## src/rtl/conv_pkg.sv

```systemverilog
// Shared types for the convolution front-end sequencer: FSM state encoding
// and the default window edge.
package conv_pkg;

    typedef enum logic [1:0] {
        IDLE   = 2'd0,
        FILL   = 2'd1,
        STREAM = 2'd2,
        DONE   = 2'd3
    } conv_state_e;

    localparam int KERNEL_SIZE = 3;

endpackage

```

## src/rtl/conv_window_ctrl_if.sv

```systemverilog
// Pixel, line-buffer and window handshakes of conv_window_ctrl grouped as one bundle.
interface conv_window_ctrl_if;

    // Every pair is valid/ready: a transfer happens on a clock edge where both are
    // high; a valid, once raised, is held with its data stable until it transfers.
    logic pix_valid_i;
    logic pix_ready_o;
    logic buf_valid_o;
    logic buf_ready_i;
    logic win_valid_o;
    logic win_ready_i;

    modport master (
        output pix_valid_i, buf_ready_i, win_ready_i,
        input  pix_ready_o, buf_valid_o, win_valid_o
    );

    modport slave (
        input  pix_valid_i, buf_ready_i, win_ready_i,
        output pix_ready_o, buf_valid_o, win_valid_o
    );

endinterface

```

## src/rtl/counter_roll.sv

```systemverilog
// Rolling up-counter: counts 0..Max on inc, then wraps to 0; clr has priority.
module counter_roll #(
    parameter int Width = 4,
    parameter int Max   = 15
) (
    input  logic             clk,
    input  logic             rst_n,
    input  logic             clr,
    input  logic             inc,
    output logic [Width-1:0] count,
    output logic             at_max
);

    localparam logic [Width-1:0] MaxVal = Width'(Max);

    assign at_max = (count == MaxVal);

    always_ff @(posedge clk or negedge rst_n) begin
        if (!rst_n) begin
            count <= '0;
        end else if (clr) begin
            count <= '0;
        end else if (inc) begin
            count <= at_max ? '0 : count + Width'(1);
        end
    end

endmodule

```

## src/rtl/raster_counter.sv

```systemverilog
// Column/row position of the next pixel in raster order; both wrap to zero
// after the last pixel of the frame.
module raster_counter #(
    parameter int ImageWidth  = 640,
    parameter int ImageHeight = 480,
    localparam int ColWidth   = $clog2(ImageWidth),
    localparam int RowWidth   = $clog2(ImageHeight)
) (
    input  logic                clk,
    input  logic                rst_n,
    input  logic                clr,
    input  logic                inc,
    output logic [ColWidth-1:0] col,
    output logic [RowWidth-1:0] row,
    output logic                last_col,
    output logic                last_pix
);

    logic last_row;

    counter_roll #(
        .Width (ColWidth),
        .Max   (ImageWidth - 1)
    ) u_col (
        .clk    (clk),
        .rst_n  (rst_n),
        .clr    (clr),
        .inc    (inc),
        .count  (col),
        .at_max (last_col)
    );

    counter_roll #(
        .Width (RowWidth),
        .Max   (ImageHeight - 1)
    ) u_row (
        .clk    (clk),
        .rst_n  (rst_n),
        .clr    (clr),
        .inc    (inc & last_col),
        .count  (row),
        .at_max (last_row)
    );

    assign last_pix = last_col & last_row;

endmodule

```

## src/rtl/conv_window_ctrl.sv

```systemverilog
// Sequencer feeding a raster pixel stream into the line buffer and qualifying
// complete KernelSize x KernelSize windows at its registered output.
module conv_window_ctrl
    import conv_pkg::*;
#(
    parameter int  ImageWidth  = 640,
    parameter int  ImageHeight = 480,
    parameter int  KernelSize  = KERNEL_SIZE,
    localparam int ColWidth    = $clog2(ImageWidth),
    localparam int RowWidth    = $clog2(ImageHeight)
) (
    input  logic                clk_i,
    input  logic                rst_ni,
    input  logic                start_i,
    output logic                busy_o,
    output logic [ColWidth-1:0] col_o,
    output logic [RowWidth-1:0] row_o,
    output logic                frame_done_o,
    output conv_state_e         state_o,
    conv_window_ctrl_if.slave   bus
);

    localparam logic [ColWidth-1:0] ColQual     = ColWidth'(KernelSize - 1);
    localparam logic [RowWidth-1:0] RowQual     = RowWidth'(KernelSize - 1);
    localparam logic [RowWidth-1:0] FillLastRow = RowWidth'(KernelSize - 2);

    conv_state_e         state_q, state_d;
    logic                win_valid_q, win_valid_d;
    logic                last_seen_q, last_seen_d;
    logic                accepting, win_stall, fire, qualify;
    logic                last_col, last_pix;
    logic [ColWidth-1:0] col;
    logic [RowWidth-1:0] row;

    // After the last pixel fires the counters are already back at zero, so
    // last_seen_q blocks further pixels until the final window is taken.
    assign accepting       = ((state_q == FILL) || (state_q == STREAM)) && !last_seen_q;
    assign win_stall       = win_valid_q && !bus.win_ready_i;
    assign bus.pix_ready_o = accepting && bus.buf_ready_i && !win_stall;
    assign fire            = bus.pix_valid_i && bus.pix_ready_o;
    assign bus.buf_valid_o = fire;
    assign qualify         = fire && (row >= RowQual) && (col >= ColQual);

    raster_counter #(
        .ImageWidth  (ImageWidth),
        .ImageHeight (ImageHeight)
    ) u_raster (
        .clk      (clk_i),
        .rst_n    (rst_ni),
        .clr      (state_q == IDLE),
        .inc      (fire),
        .col      (col),
        .row      (row),
        .last_col (last_col),
        .last_pix (last_pix)
    );

    always_comb begin
        state_d     = state_q;
        last_seen_d = last_seen_q;
        // A qualifying fire wins over acceptance so windows can run back to back.
        win_valid_d = qualify ? 1'b1 : (bus.win_ready_i ? 1'b0 : win_valid_q);
        case (state_q)
            IDLE: begin
                if (start_i) state_d = FILL;
            end
            FILL: begin
                if (fire && last_col && (row == FillLastRow)) state_d = STREAM;
            end
            STREAM: begin
                if (fire && last_pix) begin
                    last_seen_d = 1'b1;
                end else if (last_seen_q && !win_stall) begin
                    last_seen_d = 1'b0;
                    state_d     = DONE;
                end
            end
            DONE: begin
                state_d = IDLE;
            end
            default: begin
                state_d = IDLE;
            end
        endcase
    end

    always_ff @(posedge clk_i or negedge rst_ni) begin
        if (!rst_ni) begin
            state_q     <= IDLE;
            win_valid_q <= 1'b0;
            last_seen_q <= 1'b0;
        end else begin
            state_q     <= state_d;
            win_valid_q <= win_valid_d;
            last_seen_q <= last_seen_d;
        end
    end

    assign bus.win_valid_o = win_valid_q;
    assign busy_o          = (state_q != IDLE);
    assign frame_done_o    = (state_q == DONE);
    assign col_o           = col;
    assign row_o           = row;
    assign state_o         = state_q;

endmodule

```

## src/flat_wrapper.sv

```systemverilog
// flat-port wrapper written by rule: the top's interface ports become plain ports
module conv_window_ctrl_flat import conv_pkg::*;
#(
    parameter int  ImageWidth  = 640,
    parameter int  ImageHeight = 480,
    parameter int  KernelSize  = KERNEL_SIZE,
    localparam int ColWidth    = $clog2(ImageWidth),
    localparam int RowWidth    = $clog2(ImageHeight)
)
  (clk_i, rst_ni, start_i, busy_o, col_o, row_o, frame_done_o, state_o, bus_pix_valid_i, bus_buf_ready_i, bus_win_ready_i, bus_pix_ready_o, bus_buf_valid_o, bus_win_valid_o);
  conv_window_ctrl_if bus_i ();
  input  logic clk_i;
  input  logic rst_ni;
  input  logic start_i;
  output logic busy_o;
  output logic [ColWidth-1:0] col_o;
  output logic [RowWidth-1:0] row_o;
  output logic frame_done_o;
  output conv_state_e state_o;
  input wire logic [$bits(bus_i.pix_valid_i)-1:0] bus_pix_valid_i;
  input wire logic [$bits(bus_i.buf_ready_i)-1:0] bus_buf_ready_i;
  input wire logic [$bits(bus_i.win_ready_i)-1:0] bus_win_ready_i;
  output wire logic [$bits(bus_i.pix_ready_o)-1:0] bus_pix_ready_o;
  output wire logic [$bits(bus_i.buf_valid_o)-1:0] bus_buf_valid_o;
  output wire logic [$bits(bus_i.win_valid_o)-1:0] bus_win_valid_o;
  assign bus_i.pix_valid_i = bus_pix_valid_i;
  assign bus_i.buf_ready_i = bus_buf_ready_i;
  assign bus_i.win_ready_i = bus_win_ready_i;
  assign bus_pix_ready_o = bus_i.pix_ready_o;
  assign bus_buf_valid_o = bus_i.buf_valid_o;
  assign bus_win_valid_o = bus_i.win_valid_o;
  conv_window_ctrl #(.ImageWidth(ImageWidth), .ImageHeight(ImageHeight), .KernelSize(KernelSize)) u_core (.clk_i(clk_i), .rst_ni(rst_ni), .start_i(start_i), .busy_o(busy_o), .col_o(col_o), .row_o(row_o), .frame_done_o(frame_done_o), .state_o(state_o), .bus(bus_i));
endmodule
```

## config.mk

```make
export PLATFORM = sky130hd
export DESIGN_NAME = conv_window_ctrl_flat
export DESIGN_NICKNAME = d
export VERILOG_FILES = /design/src/rtl/conv_pkg.sv /design/src/rtl/conv_window_ctrl_if.sv /design/src/rtl/counter_roll.sv /design/src/rtl/raster_counter.sv /design/src/rtl/conv_window_ctrl.sv /design/src/flat_wrapper.sv
export SDC_FILE = /design/constraint.sdc
export NUM_CORES = 1
export LEC_CHECK = 0
export CORE_ASPECT_RATIO = 0.6
export CORE_UTILIZATION = 33
export DETAILED_ROUTE_END_ITERATION = 8
export HOLD_SLACK_MARGIN = 0.1
export SETUP_SLACK_MARGIN = 0.1
export SYNTH_ARGS = -nofsm -noshare
export SYNTH_HDL_FRONTEND = slang
export SYNTH_SLANG_ARGS = --single-unit
export TNS_END_PERCENT = 5
```

## constraint.sdc

```tcl
create_clock -name clk_i -period 2.7 [get_ports clk_i]
set_clock_uncertainty 0.15 [all_clocks]
set_input_delay 0.675 -clock clk_i [delete_from_list [all_inputs] [get_ports clk_i]]
set_output_delay 0.675 -clock clk_i [all_outputs]
set_load 0.03 [all_outputs]
```

==> impl_results.html, run 1 <==
<table>
<tr><th>Metric</th><th>Value</th></tr>
<tr><th colspan="2">Critical path</th></tr>
<tr><td>Peak fanout along the critical path</td><td>6</td></tr>
<tr><td>Number of cell instances on the worst register-to-register path</td><td>9</td></tr>
<tr><td>Type of the setup path with the least slack</td><td>flop to primary output</td></tr>
<tr><td>Startpoint type of the worst setup path</td><td>flop</td></tr>
<tr><td>Data arrival time of the worst path</td><td>1690 ps</td></tr>
<tr><td>Required time at the worst-slack endpoint</td><td>1880 ps</td></tr>
<tr><td>CP endpoint kind</td><td>primary output</td></tr>
<tr><th colspan="2">Floorplan</th></tr>
<tr><td>Area of the die</td><td>4574 um2</td></tr>
<tr><td>Number of standard-cell rows in the floorplan</td><td>18</td></tr>
<tr><td>IO Pins</td><td>32</td></tr>
<tr><td>Core Box Area</td><td>4121 um2</td></tr>
<tr><td>Die extent in y</td><td>52.79 um</td></tr>
<tr><td>Initial core utilization</td><td>34.43%</td></tr>
<tr><td>Die boundary width</td><td>86.65 um</td></tr>
<tr><th colspan="2">Global route</th></tr>
<tr><td>Maximum number of pins on one net before global-route repair</td><td>24</td></tr>
<tr><td>Antenna violations before repair</td><td>0</td></tr>
<tr><td>Number of global-route vias before repair</td><td>1279</td></tr>
<tr><td>GR Util All Layers</td><td>17.98%</td></tr>
<tr><td>Wire length of the first global-routing pass</td><td>6127 um</td></tr>
<tr><td>Final global-route overflow total</td><td>0</td></tr>
<tr><th colspan="2">Cells and area</th></tr>
<tr><td>Area added between synthesis and finish</td><td>35.54%</td></tr>
<tr><td>Highest-count cells in the layout ignoring fill and taps</td><td>sky130_fd_sc_hd__clkdlybuf4s50_1, sky130_fd_sc_hd__dfrtp_1, sky130_fd_sc_hd__nor2_1</td></tr>
<tr><td>Final core area utilization</td><td>46.66%</td></tr>
<tr><td>Final layout net count</td><td>209</td></tr>
<tr><td>Most common cell after layout, fill and taps aside</td><td>sky130_fd_sc_hd__clkdlybuf4s50_1</td></tr>
<tr><td>Non-filler cells, final</td><td>252</td></tr>
<tr><td>Number of antenna repair diodes</td><td>0</td></tr>
<tr><td>Proportion of layout cells with a drive suffix above 1</td><td>13.54%</td></tr>
<tr><th colspan="2">Timing</th></tr>
<tr><td>Share of the clock period used by the worst path</td><td>93.30%</td></tr>
<tr><td>Final setup slack of the worst path</td><td>181.0 ps</td></tr>
<tr><td>Fin. max-slew vios</td><td>0</td></tr>
<tr><td>Worst Tran Pin Value</td><td>457.6 ps</td></tr>
<tr><td>Max-slew headroom at the worst pin</td><td>69.11%</td></tr>
<tr><td>Shortest clock period the worst path allows after layout</td><td>2519 ps</td></tr>
<tr><td>Peak Freq</td><td>397.0 MHz</td></tr>
<tr><td>Final hold vios</td><td>0</td></tr>
<tr><td>Final hold slack</td><td>399.4 ps</td></tr>
<tr><td>Sum Neg Setup Slack</td><td>0 ps</td></tr>
<tr><td>Finish-stage setup viols</td><td>0</td></tr>
<tr><td>Setup repair after global routing missed its margin</td><td>false</td></tr>
<tr><th colspan="2">Outcome</th></tr>
<tr><td>Result of the run</td><td>completed</td></tr>
<tr><th colspan="2">Synth</th></tr>
<tr><td>Average cell area after synthesis</td><td>9.335 um2</td></tr>
<tr><td>Synth warn</td><td>0</td></tr>
<tr><td>Cell type with the largest total area after synthesis</td><td>sky130_fd_sc_hd__dfrtp_1</td></tr>
<tr><td>Most common flop cell mapped by yosys</td><td>sky130_fd_sc_hd__dfrtp_1</td></tr>
<tr><td>Total of flip-flops plus latches after synthesis</td><td>23</td></tr>
<tr><td>Sequential cell area fraction in the yosys report</td><td>40.56%</td></tr>
<tr><td>Top-area cell type share of the netlist area</td><td>40.56%</td></tr>
<tr><td>Number of enable-type register cells in the synthesized netlist</td><td>0</td></tr>
<tr><td>Post-synthesis instance area</td><td>1419 um2</td></tr>
<tr><td>Async S/R FF share, synth</td><td>100.0%</td></tr>
<tr><td>Post-synthesis cell type count</td><td>34</td></tr>
<tr><td>Largest cells by area after synthesis</td><td>sky130_fd_sc_hd__dfrtp_1, sky130_fd_sc_hd__ha_1, sky130_fd_sc_hd__xor2_1</td></tr>
<tr><td>Synthesized net count</td><td>168</td></tr>
<tr><td>Cells after Synth</td><td>152</td></tr>
<tr><th colspan="2">Drt</th></tr>
<tr><td>Vias after detailed routing</td><td>1319</td></tr>
<tr><td>Remaining number of nets flagged by the antenna check after routing</td><td>0</td></tr>
<tr><td>Total length of routed wires</td><td>3695 um</td></tr>
<tr><td>Vias per cell</td><td>5.234</td></tr>
<tr><td>Violation count after the first detailed-route iteration</td><td>105</td></tr>
<tr><td>DRC violations left</td><td>0</td></tr>
<tr><td>First-pass iteration count of the detailed router</td><td>4</td></tr>
<tr><td>Avg WL per Cell</td><td>14.66 um</td></tr>
<tr><th colspan="2">Clock tree</th></tr>
<tr><td>Cell chosen for the clock root</td><td>sky130_fd_sc_hd__clkbuf_8</td></tr>
<tr><td>Worst-Skew Late Latency</td><td>260 ps</td></tr>
<tr><td>Count of H-tree levels built during CTS</td><td>1</td></tr>
<tr><td>Sink count of the clock tree</td><td>23</td></tr>
<tr><td>Clock transition at path regs</td><td>80 ps</td></tr>
<tr><td>Number of buffers on the longest clock path</td><td>2</td></tr>
<tr><td>Inserted Clock Buffers</td><td>3</td></tr>
<tr><td>Clock tree from TritonCTS</td><td>built</td></tr>
<tr><th colspan="2">Job</th></tr>
<tr><td>Number of maximum-capacitance violations</td><td>0</td></tr>
<tr><th colspan="2">Pwr</th></tr>
<tr><td>P_leak</td><td>0.8567 nW</td></tr>
<tr><td>Power per unit of standard cell area</td><td>526.1 nW/um2</td></tr>
<tr><td>Max IR drop VDD</td><td>0.0004387 V</td></tr>
<tr><th colspan="2">Placement</th></tr>
<tr><td>Worst setup timing slack at the placement stage</td><td>32.85 ps</td></tr>
<tr><td>Total half-perimeter wirelength after legalization and detailed placement</td><td>2704 um</td></tr>
<tr><td>Number of placed instances with taps included</td><td>244</td></tr>
<tr><td>Placer Congestion</td><td>0.8022</td></tr>
<tr><td>Count of buffers from port buffering</td><td>31</td></tr>
<tr><th colspan="2">Hold path</th></tr>
<tr><td>Hold Path Cell Cnt</td><td>1</td></tr>
<tr><td>Kind of path behind the tightest hold check</td><td>flop to flop</td></tr>
</table>
==> metrics by stage <==
stage          cell area (um2)  power (mW)
6_report                  1923       1.012
5_1_grt                   1923       1.078
4_1_cts                   1871       1.016
3_5_place_dp              1826      0.7943
3_3_place_gp              1826      0.7869
2_1_floorplan             1419      0.6408
==> worst paths after layout <==
check	from	end	slack (ps)
worst max-delay path	u_core.state_o[0]$_DFFE_PN0P_	bus_buf_valid_o	180
worst min-delay path	u_core.last_seen_q$_DFFE_PN0P_	u_core.last_seen_q$_DFFE_PN0P_	400
worst max register to register	u_core.state_o[0]$_DFFE_PN0P_	u_core.u_raster.u_row.count[5]$_DFFE_PN0P_	320
worst min register to register	u_core.last_seen_q$_DFFE_PN0P_	u_core.last_seen_q$_DFFE_PN0P_	400
max in group asynchronous	rst_ni	u_core.last_seen_q$_DFFE_PN0P_	1550
min in group asynchronous	rst_ni	u_core.u_raster.u_col.count[3]$_DFFE_PN0P_	610
==> cell usage after synthesis, types with 4 or more instances <==
cell type and count:
sky130_fd_sc_hd__xor2_1 9, sky130_fd_sc_hd__o21ai_0 7, sky130_fd_sc_hd__nand3_1 6, sky130_fd_sc_hd__nor2_1 17, sky130_fd_sc_hd__dfrtp_1 23, sky130_fd_sc_hd__nand2_1 13, sky130_fd_sc_hd__and3_1 8, sky130_fd_sc_hd__o2111ai_1 4
sky130_fd_sc_hd__nand4_1 5, sky130_fd_sc_hd__ha_1 10, sky130_fd_sc_hd__clkbuf_1 4, sky130_fd_sc_hd__inv_1 6, sky130_fd_sc_hd__a21oi_1 6
==> cells by family (layout without fill, tap and decap cells) <==
| family | count (synthesis) | after routing | share of synthesized area, % |
|---|---|---|---|
| multiplexers | 4 | 4 | 2.910 |
| flip-flops | 23 | 23 | 40.56 |
| AND/OR/NAND/NOR | 67 | 67 | 25.93 |
| XOR/XNOR | 10 | 10 | 6.173 |
| buffers and inverters | 14 | 54 | 4.497 |
| adder cells (fa/ha/maj) | 10 | 10 | 8.818 |
| AO/OA/AOI/OAI | 24 | 24 | 11.11 |
==> layer usage <==
layer / track usage, % / vias to the layer above / share of wire, %
met2: 29.37 / 50 / 45
met1: 24.73 / 639 / 46
li1: - / 628 / -
met4: 3.056 / 0 / 0.11
met5: 0 / - / 0
met3: 4.094 / 2 / 8.2
==> area by class of cell <==
cell class              count  area (um2)
clock inverters             1       5.005
repair buffers             44       411.6
flip-flops and latches     23       575.6
fillers                   406        2198
clock buffers               3       41.29
multi-input cells         115       792.0
inverters                   6       22.52
well taps                  60       75.07
==> what timing repair did <==
| action | CTS | global route |
|---|---|---|
| gates cloned | 0 | 0 |
| setup endpoints to repair | 2 | 1 |
| pin swaps | 0 | 1 |
| gates resized for setup | 1 | 7 |
| buffers inserted | 0 | 4 |
| hold buffers | 0 | 0 |
==> power by group <==
group / internal, mW / leakage (nW) / switching, mW / total (mW)
Sequential: 0.387 / 0.295 / 0.0679 / 0.455
Clock: 0.103 / 0.0255 / 0.111 / 0.214
Combinational: 0.153 / 0.536 / 0.189 / 0.342
Total: 0.643 / 0.857 / 0.368 / 1.01
==> state kept, by name, indices dropped and copies added, names as in the netlist <==
name,flops
u_core.u_raster.u_row.count,9
u_core.last_seen_q,1
u_core.bus.win_valid_o,1
u_core.u_raster.u_col.count,10
u_core.state_o,2
==> critical path: stages, from the launching register on <==
cell	delay, ps
sky130_fd_sc_hd__dfrtp_1	420
sky130_fd_sc_hd__inv_2	80
sky130_fd_sc_hd__ha_1	300
sky130_fd_sc_hd__nor2b_2	140
sky130_fd_sc_hd__and4_4	230
sky130_fd_sc_hd__buf_6	120
sky130_fd_sc_hd__buf_6	130
No activity file was read; power rests on OpenSTA's default activity.
==> run 2: changes to the inputs <==
--- a/config.mk
+++ b/config.mk
@@ -6,10 +6,13 @@
 export NUM_CORES = 1
 export LEC_CHECK = 0
 export CORE_ASPECT_RATIO = 0.6
+export CORE_MARGIN = 3
 export CORE_UTILIZATION = 33
 export DETAILED_ROUTE_END_ITERATION = 8
 export HOLD_SLACK_MARGIN = 0.1
+export PLACE_DENSITY = 0.68
 export SETUP_SLACK_MARGIN = 0.1
+export SKIP_LAST_GASP = 1
 export SYNTH_ARGS = -nofsm -noshare
 export SYNTH_HDL_FRONTEND = slang
 export SYNTH_SLANG_ARGS = --single-unit
==> impl_results.html, run 2 (synthesized netlist as in run 1, its figures left out) <==
<table>
<tr><th>Metric</th><th>Value</th></tr>
<tr><th colspan="2">Cells and area</th></tr>
<tr><td>Highest-count cells in the layout ignoring fill and taps</td><td>sky130_fd_sc_hd__clkdlybuf4s50_1, sky130_fd_sc_hd__dfrtp_1, sky130_fd_sc_hd__nor2_1</td></tr>
<tr><td>Number of inserted filler cells in the final layout</td><td>372 (-8.4%)</td></tr>
<tr><td>Area added between synthesis and finish</td><td>33.42%</td></tr>
<tr><td>Most common cell after layout, fill and taps aside</td><td>sky130_fd_sc_hd__clkdlybuf4s50_1</td></tr>
<tr><td>Finished layout cell area</td><td>1893 um2 (-1.6%)</td></tr>
<tr><td>Final layout net count</td><td>205 (-1.9%)</td></tr>
<tr><td>Proportion of layout cells with a drive suffix above 1</td><td>11.70% (-1.8 points)</td></tr>
<tr><td>Final core area utilization</td><td>48.63% (+2.0 points)</td></tr>
<tr><td>Area of all sequential standard cells</td><td>575.6 um2 (unchanged)</td></tr>
<tr><td>Max FFs per register</td><td>10 (unchanged)</td></tr>
<tr><td>Register bank with the most flops</td><td>u_core.u_raster.u_col.count</td></tr>
<tr><td>Number of antenna repair diodes</td><td>0 (unchanged)</td></tr>
<tr><td>Footprint of the multi-input gates</td><td>802.0 um2 (+1.3%)</td></tr>
<tr><th colspan="2">Hold path</th></tr>
<tr><td>Worst min-delay path endpoint</td><td>u_core.state_o[1]$_DFFE_PN0P_</td></tr>
<tr><td>Kind of path behind the tightest hold check</td><td>flop to flop</td></tr>
<tr><td>Min-delay src</td><td>u_core.state_o[1]$_DFFE_PN0P_</td></tr>
<tr><td>Hold Path Cell Cnt</td><td>1 (unchanged)</td></tr>
<tr><th colspan="2">Pwr</th></tr>
<tr><td>P_leak</td><td>0.8318 nW (-2.9%)</td></tr>
<tr><td>Cell Int Power</td><td>0.6379 mW (-0.83%)</td></tr>
<tr><td>Max IR drop VDD</td><td>0.0002331 V (-47%)</td></tr>
<tr><td>Power per unit of standard cell area</td><td>533.0 nW/um2 (+1.3%)</td></tr>
<tr><td>Part of the total power dissipated in combinational logic</td><td>33.4% (-0.5 points)</td></tr>
<tr><td>Fraction of power consumed by the clock network</td><td>22.0% (+0.8 points)</td></tr>
<tr><td>Net Switching</td><td>0.3711 mW (+0.74%)</td></tr>
<tr><td>Part of the total power dissipated in sequential elements</td><td>44.6% (-0.4 points)</td></tr>
<tr><td>Switching fraction of total power</td><td>36.78% (+0.36 points)</td></tr>
<tr><th colspan="2">Drt</th></tr>
<tr><td>First-pass iteration count of the detailed router</td><td>4 (unchanged)</td></tr>
<tr><td>Total length of routed wires</td><td>3763 um (+1.8%)</td></tr>
<tr><td>DRC violations left</td><td>0 (unchanged)</td></tr>
<tr><td>Vias after detailed routing</td><td>1291 (-2.1%)</td></tr>
<tr><td>Violation count after the first detailed-route iteration</td><td>49 (-53%)</td></tr>
<tr><td>Remaining number of nets flagged by the antenna check after routing</td><td>0 (unchanged)</td></tr>
<tr><td>Avg WL per Cell</td><td>15.36 um (+4.8%)</td></tr>
<tr><td>Vias per cell</td><td>5.269 (+0.67%)</td></tr>
<tr><th colspan="2">Floorplan</th></tr>
<tr><td>Core Box Area</td><td>3892 um2 (-5.6%)</td></tr>
<tr><td>Die extent in y</td><td>56.79 um (+7.6%)</td></tr>
<tr><td>Die boundary width</td><td>90.65 um (+4.6%)</td></tr>
<tr><td>Number of standard-cell rows in the floorplan</td><td>17 (-1)</td></tr>
<tr><td>Initial core utilization</td><td>36.45% (+2.0 points)</td></tr>
<tr><td>IO Pins</td><td>32 (unchanged)</td></tr>
<tr><td>Area of the die</td><td>5148 um2 (+13%)</td></tr>
<tr><th colspan="2">Critical path</th></tr>
<tr><td>Standard cell with the maximum stage delay on the critical path</td><td>sky130_fd_sc_hd__clkdlybuf4s50_1</td></tr>
<tr><td>Peak fanout along the critical path</td><td>3 (-3)</td></tr>
<tr><td>Data arrival time of the worst path</td><td>1750 ps (+60 ps)</td></tr>
<tr><td>Maximum cell stage delay along the critical path</td><td>450 ps (+30 ps)</td></tr>
<tr><td>Required time at the worst-slack endpoint</td><td>1880 ps (about the same)</td></tr>
<tr><td>Number of cell instances on the worst register-to-register path</td><td>8 (-1)</td></tr>
<tr><td>Setup slack, reg-to-reg</td><td>360 ps (+40 ps)</td></tr>
<tr><td>Worst reg2reg path startpoint</td><td>u_core.state_o[1]$_DFFE_PN0P_</td></tr>
<tr><td>Capturing point of the worst reg2reg path</td><td>u_core.u_raster.u_row.count[5]$_DFFE_PN0P_</td></tr>
<tr><td>Type of the setup path with the least slack</td><td>primary input to primary output</td></tr>
<tr><td>Startpoint type of the worst setup path</td><td>primary input</td></tr>
<tr><td>CP endpoint kind</td><td>primary output</td></tr>
<tr><td>Critical-path cell list</td><td>clkdlybuf4s50_1, nand2b_1, and4_4, buf_4, buf_6</td></tr>
<tr><th colspan="2">Clock tree</th></tr>
<tr><td>Sink count of the clock tree</td><td>23 (unchanged)</td></tr>
<tr><td>Count of H-tree levels built during CTS</td><td>1 (unchanged)</td></tr>
<tr><td>Hold-fix buffers at CTS</td><td>0 (unchanged)</td></tr>
<tr><td>Clock tree from TritonCTS</td><td>built</td></tr>
<tr><td>Number of buffers on the longest clock path</td><td>2 (unchanged)</td></tr>
<tr><td>Inserted Clock Buffers</td><td>3 (unchanged)</td></tr>
<tr><td>Cell chosen for the clock root</td><td>sky130_fd_sc_hd__clkbuf_8</td></tr>
<tr><td>Clock transition at path regs</td><td>90 ps (about the same)</td></tr>
<tr><td>Worst-Skew Late Latency</td><td>270 ps (about the same)</td></tr>
<tr><th colspan="2">Timing</th></tr>
<tr><td>Setup repair after global routing missed its margin</td><td>false</td></tr>
<tr><td>Max-slew headroom at the worst pin</td><td>65.14% (-4.0 points)</td></tr>
<tr><td>Peak Freq</td><td>387.8 MHz (-2.3%)</td></tr>
<tr><td>Fin. max-slew vios</td><td>0 (unchanged)</td></tr>
<tr><td>Share of the clock period used by the worst path</td><td>95.51% (+2.2 points)</td></tr>
<tr><td>Shortest clock period the worst path allows after layout</td><td>2579 ps (+59.75 ps)</td></tr>
<tr><td>Final setup slack of the worst path</td><td>121.2 ps (-59.75 ps)</td></tr>
<tr><td>Sum Neg Setup Slack</td><td>0 ps (unchanged)</td></tr>
<tr><td>Final hold vios</td><td>0 (unchanged)</td></tr>
<tr><td>Finish-stage setup viols</td><td>0 (unchanged)</td></tr>
<tr><td>Worst Tran Pin Value</td><td>516.4 ps (+58.78 ps)</td></tr>
<tr><th colspan="2">Placement</th></tr>
<tr><td>Total half-perimeter wirelength after legalization and detailed placement</td><td>2753 um (+1.8%)</td></tr>
<tr><td>Worst setup timing slack at the placement stage</td><td>3.284 ps (-29.56 ps)</td></tr>
<tr><td>Placed cell areas</td><td>1807 um2 (-1.0%)</td></tr>
<tr><td>Count of buffers from port buffering</td><td>31 (unchanged)</td></tr>
<tr><td>Placer Congestion</td><td>0.8870 (+11%)</td></tr>
<tr><th colspan="2">Global route</th></tr>
<tr><td>Met3 Resource Use GR</td><td>6.158% (+2.1 points)</td></tr>
<tr><td>Maximum number of pins on one net before global-route repair</td><td>24 (unchanged)</td></tr>
<tr><td>Wire length of the first global-routing pass</td><td>6058 um (-1.1%)</td></tr>
<tr><td>Met2 track utilization from global routing</td><td>21.39% (-8.0 points)</td></tr>
<tr><td>Antenna violations before repair</td><td>0 (unchanged)</td></tr>
<tr><td>Layer carrying the most global-route usage</td><td>met2</td></tr>
<tr><td>Global-route track usage on met1</td><td>19.90% (-4.8 points)</td></tr>
<tr><td>GR Util All Layers</td><td>14.75% (-3.2 points)</td></tr>
<tr><td>Final global-route overflow total</td><td>0 (unchanged)</td></tr>
<tr><td>Number of global-route vias before repair</td><td>1275 (-0.31%)</td></tr>
<tr><th colspan="2">Job</th></tr>
<tr><td>Number of maximum-capacitance violations</td><td>0 (unchanged)</td></tr>
<tr><th colspan="2">Outcome</th></tr>
<tr><td>Result of the run</td><td>completed</td></tr>
</table>
run 2: cell count changes in the layout (fill, tap and decap cells not counted), sizes merged:
cell,before,now
dlymetal6s2s,1,0
buf,15,11
clkdlybuf4s50,27,28
run 2: power by group through the flow:
| stage | combinational (mW) | clock, mW | sequential [mW] |
|---|---|---|---|
| after floorplan | 0.111 | 0 | 0.530 |
| after global placement | 0.330 | 0 | 0.451 |
| after detailed placement | 0.335 | 0 | 0.456 |
| after CTS | 0.338 | 0.227 | 0.449 |
| after global routing | 0.367 | 0.240 | 0.459 |
| final | 0.337 | 0.222 | 0.450 |
run 2: through the flow:
stage / power (mW) / instances / hold WS [ps]
floorplan: 0.6408 / 152 / 229.4
global placement: 0.7814 / 239 / 356.1
detailed placement: 0.7917 / 239 / 362.4
CTS: 1.014 / 243 / 383.5
global route: 1.066 / 245 / 446.2
finish: 1.009 / 245 / 409.1
run 2: cell type report:
class / instances / share of cell area, %
Multi-Input combinational cell: 115 / 42.37
Sequential cell: 23 / 30.40
Timing Repair Buffer: 40 / 19.83
Tap cell: 57 / 3.767
Clock buffer: 3 / 2.181
Inverter: 6 / 1.190
Clock inverter: 1 / 0.2644
run 2: metal layers:
metal	routed length, um	up-vias
li1	-	619
met1	1775	629
met2	1667	41
met3	305	2
met4	14	0
met5	0	-
run 2: critical path, delay by kind of cell:
family | cells | cell delay, ps
buffers and inverters | 3 | 690
and+or+nand+nor | 2 | 380
run 2: worst max path at each step:
stage                                             start  slack, ps                                          to
after floorplan           u_core.state_o[0]$_DFFE_PN0P_        130                             bus_buf_valid_o
after global placement                  bus_win_ready_i         40  u_core.u_raster.u_row.count[5]$_DFFE_PN0P_
after detailed placement                bus_win_ready_i          3  u_core.u_raster.u_row.count[5]$_DFFE_PN0P_
after CTS                 u_core.state_o[1]$_DFFE_PN0P_          7                             bus_buf_valid_o
after global routing                    bus_win_ready_i        100                             bus_buf_valid_o
final                                   bus_win_ready_i        120                             bus_buf_valid_o
run 2: what timing repair did:
item	CTS	global route
buffers inserted	0	2
resized for setup	1	7
setup endpoints to repair	2	1
==> run 3: changes to the inputs <==
--- a/config.mk
+++ b/config.mk
@@ -5,7 +5,6 @@
 export SDC_FILE = /design/constraint.sdc
 export NUM_CORES = 1
 export LEC_CHECK = 0
-export CORE_ASPECT_RATIO = 0.6
 export CORE_MARGIN = 3
 export CORE_UTILIZATION = 33
 export DETAILED_ROUTE_END_ITERATION = 8
==> impl_results.html, run 3 (synthesized netlist as in run 1, its figures left out) <==
<table>
<tr><th>Metric</th><th>Value</th></tr>
<tr><th colspan="2">Drt</th></tr>
<tr><td>Avg WL per Cell</td><td>14.30 um (-6.9%)</td></tr>
<tr><td>M1 WL</td><td>1616 um (-9.0%)</td></tr>
<tr><td>First-pass iteration count of the detailed router</td><td>4 (unchanged)</td></tr>
<tr><td>Vias after detailed routing</td><td>1258 (-2.6%)</td></tr>
<tr><td>Vias per cell</td><td>5.242 (-0.53%)</td></tr>
<tr><td>Remaining number of nets flagged by the antenna check after routing</td><td>0 (unchanged)</td></tr>
<tr><td>Violation count after the first detailed-route iteration</td><td>39 (-20%)</td></tr>
<tr><td>Total length of routed wires</td><td>3431 um (-8.8%)</td></tr>
<tr><td>DRC violations left</td><td>0 (unchanged)</td></tr>
<tr><td>Detailed-routed wire length on met3</td><td>175 um (-43%)</td></tr>
<tr><td>Detailed-routed wire length on met2</td><td>1594 um (-4.4%)</td></tr>
<tr><td>Highest signal layer in the routed design</td><td>met4</td></tr>
<tr><th colspan="2">Global route</th></tr>
<tr><td>Antenna violations before repair</td><td>0 (unchanged)</td></tr>
<tr><td>Number of global-route vias before repair</td><td>1166 (-8.5%)</td></tr>
<tr><td>GR Util All Layers</td><td>14.08% (-0.67 points)</td></tr>
<tr><td>Final global-route overflow total</td><td>0 (unchanged)</td></tr>
<tr><td>Wire length of the first global-routing pass</td><td>5706 um (-5.8%)</td></tr>
<tr><td>Maximum number of pins on one net before global-route repair</td><td>24 (unchanged)</td></tr>
<tr><th colspan="2">Critical path</th></tr>
<tr><td>Peak fanout along the critical path</td><td>4 (+1)</td></tr>
<tr><td>Startpoint type of the worst setup path</td><td>primary input</td></tr>
<tr><td>Maximum cell stage delay along the critical path</td><td>460 ps (about the same)</td></tr>
<tr><td>Critical-path cell list</td><td>clkdlybuf4s50_1, nand2b_4, and4_4, buf_6, buf_6</td></tr>
<tr><td>Cell type with the highest occurrence count on the critical path</td><td>sky130_fd_sc_hd__buf_6</td></tr>
<tr><td>CP endpoint kind</td><td>primary output</td></tr>
<tr><td>Worst reg2reg path startpoint</td><td>u_core.state_o[0]$_DFFE_PN0P_</td></tr>
<tr><td>Data arrival time of the worst path</td><td>1730 ps (-20 ps)</td></tr>
<tr><td>Type of the setup path with the least slack</td><td>primary input to primary output</td></tr>
<tr><td>Crit path launch</td><td>bus_win_ready_i</td></tr>
<tr><td>Worst Path Buf+Inv</td><td>3 (unchanged)</td></tr>
<tr><td>Standard cell with the maximum stage delay on the critical path</td><td>sky130_fd_sc_hd__clkdlybuf4s50_1</td></tr>
<tr><td>Required time at the worst-slack endpoint</td><td>1880 ps (about the same)</td></tr>
<tr><td>Family with the most delay on the worst path</td><td>buffers and inverters</td></tr>
<tr><th colspan="2">Pwr</th></tr>
<tr><td>P_leak</td><td>0.8388 nW (+0.84%)</td></tr>
<tr><td>Part of the total power dissipated in sequential elements</td><td>44.6% (about the same)</td></tr>
<tr><td>Fraction of power consumed by the clock network</td><td>21.8% (-0.2 points)</td></tr>
<tr><td>Max IR drop VDD</td><td>0.0002614 V (+12%)</td></tr>
<tr><td>Cell Int Power</td><td>0.6429 mW (+0.78%)</td></tr>
<tr><td>Power per unit of standard cell area</td><td>530.3 nW/um2 (-0.51%)</td></tr>
<tr><td>Net Switching</td><td>0.3617 mW (-2.6%)</td></tr>
<tr><td>Part of the total power dissipated in combinational logic</td><td>33.6% (+0.2 points)</td></tr>
<tr><td>Switching fraction of total power</td><td>36.00% (-0.78 points)</td></tr>
<tr><th colspan="2">Timing</th></tr>
<tr><td>Share of the clock period used by the worst path</td><td>94.61% (-0.90 points)</td></tr>
<tr><td>Final setup slack of the worst path</td><td>145.5 ps (+24.32 ps)</td></tr>
<tr><td>Final hold vios</td><td>0 (unchanged)</td></tr>
<tr><td>Peak Freq</td><td>391.5 MHz (+0.95%)</td></tr>
<tr><td>Fin. max-slew vios</td><td>0 (unchanged)</td></tr>
<tr><td>Sum Neg Setup Slack</td><td>0 ps (unchanged)</td></tr>
<tr><td>Finish-stage setup viols</td><td>0 (unchanged)</td></tr>
<tr><td>Max-slew headroom at the worst pin</td><td>74.14% (+9.0 points)</td></tr>
<tr><td>Shortest clock period the worst path allows after layout</td><td>2554 ps (-24.32 ps)</td></tr>
<tr><td>Worst Tran Pin Value</td><td>384.4 ps (-131.9 ps)</td></tr>
<tr><td>Setup repair after global routing missed its margin</td><td>false</td></tr>
<tr><th colspan="2">Cells and area</th></tr>
<tr><td>Finished layout cell area</td><td>1894 um2 (about the same)</td></tr>
<tr><td>Max FFs per register</td><td>10 (unchanged)</td></tr>
<tr><td>Area added between synthesis and finish</td><td>33.51% (about the same)</td></tr>
<tr><td>Final layout net count</td><td>207 (+0.98%)</td></tr>
<tr><td>Final core area utilization</td><td>46.36% (-2.3 points)</td></tr>
<tr><td>Highest-count cells in the layout ignoring fill and taps</td><td>sky130_fd_sc_hd__clkdlybuf4s50_1, sky130_fd_sc_hd__dfrtp_1, sky130_fd_sc_hd__nor2_1</td></tr>
<tr><td>Register bank with the most flops</td><td>u_core.u_raster.u_col.count</td></tr>
<tr><td>Most common cell after layout, fill and taps aside</td><td>sky130_fd_sc_hd__clkdlybuf4s50_1</td></tr>
<tr><td>Area of all sequential standard cells</td><td>576.8 um2 (+0.22%)</td></tr>
<tr><td>Number of antenna repair diodes</td><td>0 (unchanged)</td></tr>
<tr><td>Proportion of layout cells with a drive suffix above 1</td><td>13.16% (+1.5 points)</td></tr>
<tr><td>Footprint of the multi-input gates</td><td>792.0 um2 (-1.2%)</td></tr>
<tr><td>Number of inserted filler cells in the final layout</td><td>383 (+3.0%)</td></tr>
<tr><th colspan="2">Clock tree</th></tr>
<tr><td>Cell chosen for the clock root</td><td>sky130_fd_sc_hd__clkbuf_8</td></tr>
<tr><td>Worst-Skew Late Latency</td><td>270 ps (about the same)</td></tr>
<tr><td>Count of H-tree levels built during CTS</td><td>1 (unchanged)</td></tr>
<tr><td>Clock tree from TritonCTS</td><td>built</td></tr>
<tr><td>Inserted Clock Buffers</td><td>3 (unchanged)</td></tr>
<tr><td>Sink count of the clock tree</td><td>23 (unchanged)</td></tr>
<tr><td>Hold-fix buffers at CTS</td><td>0 (unchanged)</td></tr>
<tr><td>Number of buffers on the longest clock path</td><td>2 (unchanged)</td></tr>
<tr><td>Clock transition at path regs</td><td>90 ps (about the same)</td></tr>
<tr><th colspan="2">Placement</th></tr>
<tr><td>Worst setup timing slack at the placement stage</td><td>77.69 ps (+74.41 ps)</td></tr>
<tr><td>Count of buffers from port buffering</td><td>31 (unchanged)</td></tr>
<tr><td>Placer Congestion</td><td>0.8298 (-6.4%)</td></tr>
<tr><td>Total half-perimeter wirelength after legalization and detailed placement</td><td>2474 um (-10%)</td></tr>
<tr><td>Placed cell areas</td><td>1805 um2 (about the same)</td></tr>
<tr><th colspan="2">Floorplan</th></tr>
<tr><td>Initial core utilization</td><td>34.72% (-1.7 points)</td></tr>
<tr><td>Core Box Area</td><td>4086 um2 (+5.0%)</td></tr>
<tr><td>Die boundary width</td><td>71.57 um (-21%)</td></tr>
<tr><td>Die extent in y</td><td>71.57 um (+26%)</td></tr>
<tr><td>Number of standard-cell rows in the floorplan</td><td>23 (+6)</td></tr>
<tr><td>IO Pins</td><td>32 (unchanged)</td></tr>
<tr><td>Area of the die</td><td>5122 um2 (-0.50%)</td></tr>
<tr><th colspan="2">Hold path</th></tr>
<tr><td>Min-delay src</td><td>u_core.last_seen_q$_DFFE_PN0P_</td></tr>
<tr><td>Kind of path behind the tightest hold check</td><td>flop to flop</td></tr>
<tr><th colspan="2">Outcome</th></tr>
<tr><td>Result of the run</td><td>completed</td></tr>
<tr><th colspan="2">Job</th></tr>
<tr><td>Number of maximum-capacitance violations</td><td>0 (unchanged)</td></tr>
</table>
==> run 3: power by group through the flow <==
stage	combinational [mW]	sequential, mW	clock (mW)
2_1_floorplan	0.111	0.530	0
3_3_place_gp	0.327	0.453	0
3_5_place_dp	0.332	0.453	0
4_1_cts	0.333	0.447	0.220
5_1_grt	0.368	0.456	0.238
6_report	0.337	0.449	0.219
==> run 3: worst paths after layout <==
kind,to,slack [ps],cells past startpoint
setup / recovery,bus_buf_valid_o,150,5
hold / removal,u_core.last_seen_q$_DFFE_PN0P_,410,1
setup reg to reg,u_core.u_raster.u_row.count[5]$_DFFE_PN0P_,360,9
hold reg to reg,u_core.last_seen_q$_DFFE_PN0P_,410,1
max in group asynchronous,u_core.state_o[1]$_DFFE_PN0P_,1540,2
min in group asynchronous,u_core.u_raster.u_col.count[0]$_DFFE_PN0P_,600,2
==> run 3: timing repair <==
item                       in CTS  in global routing
setup endpoints to repair       2                  1
resized for setup               1                  7
setup buffers                   0                  3
pin swaps                       0                  1
==> run 3: metrics by stage <==
step                      instances  hold WS, ps  total power [mW]
after global routing            240        431.7             1.061
final                           240        407.7             1.005
after detailed placement        233        378.9            0.7856
after CTS                       237        399.4            0.9997
after global placement          233        356.7            0.7798
after floorplan                 152        229.4            0.6408
==> run 3: cell type report <==
| type | count | share of cell area, % |
|---|---|---|
| clock inverter | 1 | 0.2642 |
| clock buffer | 3 | 2.180 |
| inverter | 6 | 1.189 |
| sequential | 23 | 30.45 |
| tap | 50 | 3.303 |
| multi-input combinational | 115 | 41.81 |
| timing repair buffer | 42 | 20.81 |
==> run 3: worst reg2reg max path: stages (launching register included) <==
cell and delay [ps]:
sky130_fd_sc_hd__dfrtp_1 390, sky130_fd_sc_hd__inv_1 100, sky130_fd_sc_hd__ha_1 300, sky130_fd_sc_hd__nor2b_2 150, sky130_fd_sc_hd__and4_4 230, sky130_fd_sc_hd__buf_6 110, sky130_fd_sc_hd__buf_4 110, sky130_fd_sc_hd__nand3_4 80
sky130_fd_sc_hd__or4_4 500, sky130_fd_sc_hd__mux2i_1 130
==> run 3: per-layer routing <==
layer	track usage [%]	vias to the layer above
li1	-	629
met1	19.36	586
met5	0	-
met4	4.384	0
met3	1.964	4
met2	22.96	39
